File: src/rtl/result_unloader_pkg.sv
// rtl/result_unloader_pkg.sv - state encoding and chunk-count helpers shared by the unloader, its bench and the port-A arbiter
package result_unloader_pkg;

    localparam logic [1:0] IDLE  = 2'd0;
    localparam logic [1:0] ADDR  = 2'd1;
    localparam logic [1:0] LOAD  = 2'd2;
    localparam logic [1:0] SHIFT = 2'd3;

    // Number of OUT_W chunks needed to carry one DATA_W word
    function automatic int ceil_div(input int num, input int den);
        return (num + den - 1) / den;
    endfunction

    // Counter width able to index 0..n-1, never narrower than one bit
    function automatic int cnt_width(input int n);
        return (n > 1) ? $clog2(n) : 1;
    endfunction

endpackage

File: src/rtl/result_unloader.sv
// rtl/result_unloader.sv - streams result RAM words out as LSB-first chunks; RESULT_UNLOADER_PARITY_EN adds out_parity
module result_unloader
    import result_unloader_pkg::*;
#(
    parameter int         DATA_W    = 198,
    parameter int         OUT_W     = 32,
    parameter int         NUM_WORDS = 6,
    parameter logic [5:0] BASE_ADDR = 6'd0
) (
    input  logic              clk,
    input  logic              reset,
    input  logic              done,
    output logic [5:0]        ram_a_addr,
    output logic              ram_a_req,
    input  logic [DATA_W-1:0] ram_a_q,
    output logic [OUT_W-1:0]  out_data,
    output logic              out_valid,
    input  logic              out_ready,
    output logic              out_last,
    output logic              busy
`ifdef RESULT_UNLOADER_PARITY_EN
    ,
    output logic              out_parity
`endif
);

    localparam int CHUNKS = ceil_div(DATA_W, OUT_W);
    localparam int CW     = cnt_width(CHUNKS);
    localparam int WW     = cnt_width(NUM_WORDS);

    localparam logic [CW-1:0] LAST_CHUNK = CW'(CHUNKS - 1);
    localparam logic [WW-1:0] LAST_WORD  = WW'(NUM_WORDS - 1);

    logic [1:0]        state;
    logic [CW-1:0]     chunk_idx;
    logic [WW-1:0]     word_idx;
    logic [DATA_W-1:0] shift_reg;

    logic              xfer;
    logic              final_chunk;
    logic              final_word;
    logic              data_en;
    logic [OUT_W-1:0]  next_data;

    // Handshake and position decode; out_valid is a register so it never follows out_ready
    always_comb begin
        xfer        = out_valid && out_ready;
        final_chunk = (chunk_idx == LAST_CHUNK);
        final_word  = (word_idx == LAST_WORD);
        data_en     = (state == LOAD) || ((state == SHIFT) && xfer && !final_chunk);
        // Size casts truncate wide words and zero-extend a short final chunk
        next_data   = (state == LOAD) ? OUT_W'(ram_a_q) : OUT_W'(shift_reg);
    end

    // Port-A ownership is a pure function of state so the external mux can key on ram_a_req
    always_comb begin
        ram_a_req  = (state == ADDR) || (state == LOAD);
        ram_a_addr = (state == ADDR) ? (BASE_ADDR + 6'(word_idx)) : 6'd0;
        busy       = (state != IDLE);
    end

    // Sequencer: fetch a word, wait one cycle for RAM data, then drain it chunk by chunk
    always_ff @(posedge clk) begin
        if (reset) begin
            state <= IDLE;
        end else begin
            case (state)
                IDLE:    if (done) state <= ADDR;
                ADDR:    state <= LOAD;
                LOAD:    state <= SHIFT;
                SHIFT: begin
                    if (xfer && final_chunk) begin
                        state <= final_word ? IDLE : ADDR;
                    end
                end
                default: state <= IDLE;
            endcase
        end
    end

    // Chunk and word position; both saturate at their final value instead of wrapping
    always_ff @(posedge clk) begin
        if (reset) begin
            chunk_idx <= '0;
            word_idx  <= '0;
        end else if ((state == IDLE) && done) begin
            chunk_idx <= '0;
            word_idx  <= '0;
        end else if (state == LOAD) begin
            chunk_idx <= '0;
        end else if ((state == SHIFT) && xfer) begin
            if (!final_chunk) begin
                chunk_idx <= chunk_idx + CW'(1);
            end else if (!final_word) begin
                word_idx <= word_idx + WW'(1);
            end
        end
    end

    // Output register and shift register; chunk 0 goes straight from RAM data, the remainder is parked
    always_ff @(posedge clk) begin
        if (reset) begin
            shift_reg <= '0;
            out_data  <= '0;
            out_valid <= 1'b0;
            out_last  <= 1'b0;
        end else if (state == LOAD) begin
            shift_reg <= ram_a_q >> OUT_W;
            out_data  <= next_data;
            out_valid <= 1'b1;
            out_last  <= final_word && (CHUNKS == 1);
        end else if ((state == SHIFT) && xfer) begin
            if (!final_chunk) begin
                shift_reg <= shift_reg >> OUT_W;
                out_data  <= next_data;
                out_last  <= final_word && ((chunk_idx + CW'(1)) == LAST_CHUNK);
            end else begin
                out_valid <= 1'b0;
                out_last  <= 1'b0;
            end
        end
    end

`ifdef RESULT_UNLOADER_PARITY_EN
    // Parity tracks out_data exactly: same load enable, so it holds through stalls too
    always_ff @(posedge clk) begin
        if (reset) begin
            out_parity <= 1'b0;
        end else if (data_en) begin
            out_parity <= ^next_data;
        end
    end
`endif

endmodule

File: config.mk
export PLATFORM = sky130hd
export DESIGN_NAME = result_unloader
export DESIGN_NICKNAME = d
export VERILOG_FILES = /design/src/rtl/result_unloader_pkg.sv /design/src/rtl/result_unloader.sv
export SDC_FILE = /design/constraint.sdc
export NUM_CORES = 1
export LEC_CHECK = 0
export CAP_MARGIN = 20
export CORE_ASPECT_RATIO = 1.75
export CORE_MARGIN = 8
export CORE_UTILIZATION = 35
export CTS_BUF_LIST = sky130_fd_sc_hd__clkbuf_8
export CTS_CLUSTER_DIAMETER = 200
export DETAILED_ROUTE_END_ITERATION = 12
export PLACE_DENSITY_LB_ADDON = 0.05
export SLEW_MARGIN = 20
export SYNTH_ARGS = -nofsm -noshare
export SYNTH_HDL_FRONTEND = slang
export SYNTH_SLANG_ARGS = --single-unit
File: constraint.sdc
create_clock -name clk -period 4.8 [get_ports clk]
set_input_delay 0.96 -clock clk [delete_from_list [all_inputs] [get_ports clk]]
set_output_delay 0.96 -clock clk [all_outputs]
set_load 0.02 [all_outputs]
======== Yosys cells after proc, flatten, opt, wreduce, memory -nomap -nowiden ========
Index checks and enable logic that the tools add are counted.
storage, ports and cells
  memory bits (writable) .................. 0
  flip-flop bits (word level) ............. 208
  memories ................................ 0
  input port bits ......................... 202
  ROM bits ................................ 0
  latch bits .............................. 0
  output and inout port bits .............. 42
cells by class
  shift operators ......................... 0
  divide/modulo/power cells ............... 0
  mux-type cells .......................... 16
  bitwise gates (word level) .............. 3
  eq/ne operators ......................... 9
  magnitude comparators ................... 0
  reduce and logical (&&, ||, !) cells .... 18
  $add $sub $neg .......................... 2
  $mul .................................... 0
operators by type and width
  operator                                                number
  two-way mux 166 bit                                     3
  two-way mux 32 bit                                      4
  == test 3 bit (second input constant)                   3
  one-hot mux 2 bit (4 select lines)                      1
  AND reduction 2 bit                                     4
  adder 3 x 1 -> 3 bit (second input constant)            2
  nonzero test 2 bit                                      3
  logical AND 1 bit                                       5
  two-way mux 1 bit                                       5
  == test 2 bit (second input constant)                   2
  two-way mux 2 bit                                       2
  inequality test 2 bit (second input constant)           2
  AND reduction 4 bit                                     1
  OR reduction 2 bit                                      2
  two-way mux 3 bit                                       1
  NOT 1 bit                                               3
  OR reduction 3 bit                                      1
  == test 2 x 1 -> 1 bit (second input constant)          1
  logical NOT 2 bit                                       1
  inequality test 2 x 1 -> 1 bit (second input constant)  1
  logical OR 1 bit                                        1

======== Depth between registers and ports, before layout ========
  depth in word-level cells ............... 5
  gate-level depth with buffers ........... 9

======== Worst setup path after synthesis ========
OpenSTA, ideal clock, no wires.
  kind .................................... input port to flip-flop
  start ................................... input port out_ready
  end ..................................... register shift_reg[120]
  library setup time ...................... 0.133 ns
  buffers on the path ..................... 3
  cell stages on the path ................. 7
  required time ........................... 4.667 ns
  path slack .............................. 2.760 ns
  arrival time ............................ 1.906 ns
  cell sequence ........................... nand3_2 nand2b_1 buf_4 buf_2 buf_2 nor3_1 nor4_1
between the ends
  longest elaborated chain between the ends .. 4
RTL lines
  what                                  line                    RTL
  from (decl)                           result_unloader.sv:18   input logic out_ready,
  logical AND 1 bit                     result_unloader.sv:47   xfer = out_valid && out_ready;
  logical AND 1 bit                     result_unloader.sv:112  end else if ((state == SHIFT) && xfer) begin
  nonzero test 2 bit (no source line)   n/a
  AND reduction 2 bit (no source line)  n/a
  to (signal assigned)                  result_unloader.sv:108  shift_reg <= ram_a_q >> OUT_W;
  to (signal assigned)                  result_unloader.sv:114  shift_reg <= shift_reg >> OUT_W;
  to (decl)                             result_unloader.sv:37   logic [DATA_W-1:0] shift_reg;
No other way between the ends.
A chain may end at the register's enable or synchronous reset.

======== Worst setup path in the final report ========
  start ................................... register state[1]
  end ..................................... output port ram_a_req
between the ends
  longest elaborated chain between the ends .. 2
  elaborated cells on any way between the ends .. 3
RTL lines
  what                                                     line                   RTL
  from (decl)                                              result_unloader.sv:34  logic [1:0] state;
  from (signal assigned)                                   result_unloader.sv:73  state <= final_word ? IDLE : ADDR;
  == test 2 x 1 -> 1 bit or == test 2 bit (tied branches)  result_unloader.sv:57  ram_a_req = (state == ADDR) || (state == LOAD);
  logical OR 1 bit *                                       result_unloader.sv:57
  to (decl)                                                result_unloader.sv:14  output logic ram_a_req,
Mark *: on every way between the ends. The rest lies on a longest branch, timed or not.

==> flow_summary_export.csv <==
group,metric,value,unit
global_routing,grt_max_degree,179,
placed_design,dpl.hpwl,18600,um
power_and_ir_drop,pwr_density_cell,542,nW/um^2
clocking,ctsResizeCount,0,
floorplanning,core.rowCount,79,
clocking,cts_tree,"done",
final_layout,final_layout_size_suffix_gt1_share,5.03,%
clocking,cts_buffers,35,
worst_hold_path,whs_path_depth,2,
timing,slew_headroom,38.3,%
worst_setup_path,critPathBufInv,2,
worst_setup_path,worstReg2RegStart,"state[0]",
final_layout,largest_register_ffs,166,
detailed_routing,vias_per_cell,5.15,
global_routing,first_global_vias,8205,
worst_hold_path,holdCritStartpoint,"shift_reg[137]",
worst_setup_path,r2r_slack,2180,ps
worst_setup_path,cp_top_family,"buffers and inverters",
power_and_ir_drop,p_sw_share,34.4,%
worst_setup_path,cp.required,3840,ps
worst_setup_path,slowest_delay,610,ps
final_layout,layout_common_cells,"nor3_1, clkdlybuf4s50_1, dfxtp_1",
timing,hold_violations,0,
worst_setup_path,path_class,"flip-flop to output port",
clocking,holdBufCountCts,0,
synth,yosys_warnings,0,
power_and_ir_drop,combPwrFrac,38.6,%
worst_setup_path,worstPathArrival,1980,ps
timing,fin_setup_tns,0,ps
detailed_routing,totalWireLength,28300,um
timing,period_share,61.2,%
timing,finalCriticalPeriod,2940,ps
detailed_routing,num_vias,8449,
final_layout,seqCellArea,4160,sq um
clocking,ctsLongestPathBuffers,3,
synth,yosysUniqueCellTypes,37,
detailed_routing,drtIter0Drc,525,
detailed_routing,firstDrtPassIters,4,
global_routing,antenna_found_initial,2,
clocking,clk_pin_slew,60,ps
timing,fin_skew,15.0,ps
final_layout,final_util,47.3,%
floorplanning,die-area,32500,sq um
floorplanning,die_h,233,um
power_and_ir_drop,pwr-share-clk,22.2,%
worst_setup_path,cp-start-kind,"flip-flop",
worst_hold_path,hold_class,"flip-flop to flip-flop",
detailed_routing,drc,0,
timing,grt_setup_unrepaired,"no",
worst_setup_path,crit_fanout,5,
final_layout,syn2layout_area_growth,33.4,%
worst_setup_path,worstRegToRegCells,5,
worst_setup_path,cp_slowest_cell,"clkdlybuf4s50_1",
clocking,cts_setup_buffers,0,
synth,synth_edf_count,0,
timing,drv_slew,0,
floorplanning,initial_utilization,35.4,%
global_routing,gr-total-overflow,0,
synth,syn_avg_cell_area,8.38,sq um
power_and_ir_drop,power_frac_seq,39.2,%
clocking,root_buffer,"clkbuf_8",
detailed_routing,ant_nets,0,
placed_design,portBuffers,240,
run,drv_cap,0,
synth,ys_seq_area_share,44.4,%
global_routing,track_usage,16.8,%
synth,ys_async_sr_fraction,0,%
placed_design,placed_cells,1577,
power_and_ir_drop,intPower,0.00445,W
clocking,htreeDepth,2,
worst_setup_path,r2r-end,"shift_reg[44]",
clocking,cts.sinks,208,
synth,netlist.area_leader.share,44.4,%
synth,synth_largest_area_cell,"dfxtp_1",
status,status,"complete, no violations",
placed_design,gp_congestion,0.743,
synth,yosys_register_bits,208,
timing,worstMarginPinSlew,926,ps
final_layout,final_cells,1639,
synth,synth_cells,1120,
final_layout,fill_cells,2690,
synth,synthFlopType,"dfxtp_1",
worst_setup_path,crit_chain,"inv_1, ha_1, clkdlybuf4s50_1",
final_layout,final_common_cell,"nor3_1",
worst_setup_path,endpoint_kind,"output port",
power_and_ir_drop,cellLeakagePower,4.39,nW
timing,max_freq,341,MHz
final_layout,fin_nets,1502,
synth,synth_area,9390,sq um
worst_hold_path,min_delay_worst_endpoint,"shift_reg[137]",
final_layout,multi_input_area,4660,sq um
power_and_ir_drop,peakVddDrop,571,uV
synth,yosys-top-cells-area,"dfxtp_1, nor3_1, nor2b_1, nor4_1, a2111oi_0",
detailed_routing,wire_per_inst,17.3,um
timing,setup_viol,0,
clocking,clock_latency,520,ps
global_routing,grt_pass1_wl,44800,um
floorplanning,num_io_pins,244,
floorplanning,die_w,140,um
power_and_ir_drop,p_sw,0.00233,W
floorplanning,core_region_area,26500,sq um
[cells by family after synthesis]
family / synth area share [%]
compound gates: 8.85
flops: 44.4
buf+inv: 6.30
simple gates: 38.7
fa+ha+maj: 1.33
other cells: 0.0399
xor+xnor: 0.280
mux: 0.107
[routing by layer]
metal,share of wire (%),up-vias,track usage (%)
met1,45,3800,21.4
met5,0,-,0
met2,48,206,27.2
met3,5.4,29,4.25
li1,-,4414,-
met4,1.6,0,5.73
[area by class of cell]
type | instances | share of cell area [%]
well taps | 324 | 3.24
repair buffers | 256 | 20.8
flip-flops and latches | 208 | 33.2
clock inverters | 16 | 0.509
diodes | 3 | 0.0599
multi-input cells | 783 | 37.2
inverters | 6 | 0.180
clock buffers | 43 | 4.72
[worst max path at each step]
stage                          from              to  cells after the start  slack (ps)
after detailed placement  out_ready   shift_reg[10]                      6        1390
after global placement    out_ready   shift_reg[26]                      6        1500
after CTS                  state[1]   ram_a_addr[1]                      4        1800
after global routing      out_ready   shift_reg[14]                      6        1690
final                      state[1]       ram_a_req                      3        1860
after floorplan           out_ready  shift_reg[120]                      7        2760
[per-stage QoR]
step	area [sq um]	worst slack (ps)	total power, W	hold WS [ps]
4_1_cts	12500	1800	0.00689	486
3_3_place_gp	11900	1500	0.00530	471
3_5_place_dp	11900	1390	0.00535	476
2_1_floorplan	9400	2760	0.00455	461
5_1_grt	12500	1690	0.00732	503
6_report	12500	1860	0.00679	484
[synth_stat cells (2+ instances only)]
| library cell | instances |
|---|---|
| buf_4 | 13 |
| nor3_1 | 272 |
| a2111oi_1 | 2 |
| a211oi_1 | 3 |
| buf_1 | 7 |
| nor4_1 | 102 |
| clkbuf_1 | 71 |
| xnor2_1 | 3 |
| nor2_1 | 39 |
| a21o_1 | 2 |
| nand3b_1 | 32 |
| a2111oi_0 | 62 |
| ha_1 | 10 |
| nor2b_1 | 167 |
| and2_1 | 3 |
| dfxtp_1 | 208 |
| a21oi_1 | 35 |
| inv_1 | 6 |
| nand2_1 | 35 |
| buf_2 | 31 |
[tightest hold or removal path: stages, from the launching register on]
cell	delay, ps
dfxtp_1	310
nand3b_1	70
a21oi_1	60
[power by group through the flow]
stage / registers [W] / clock network (W) / logic [W]
2_1_floorplan: 0.00275 / 0 / 0.00180
3_3_place_gp: 0.00269 / 0 / 0.00261
3_5_place_dp: 0.00270 / 0 / 0.00265
4_1_cts: 0.00266 / 0.00157 / 0.00266
5_1_grt: 0.00274 / 0.00165 / 0.00293
6_report: 0.00266 / 0.00150 / 0.00262
(Power assumes the default switching activity.)
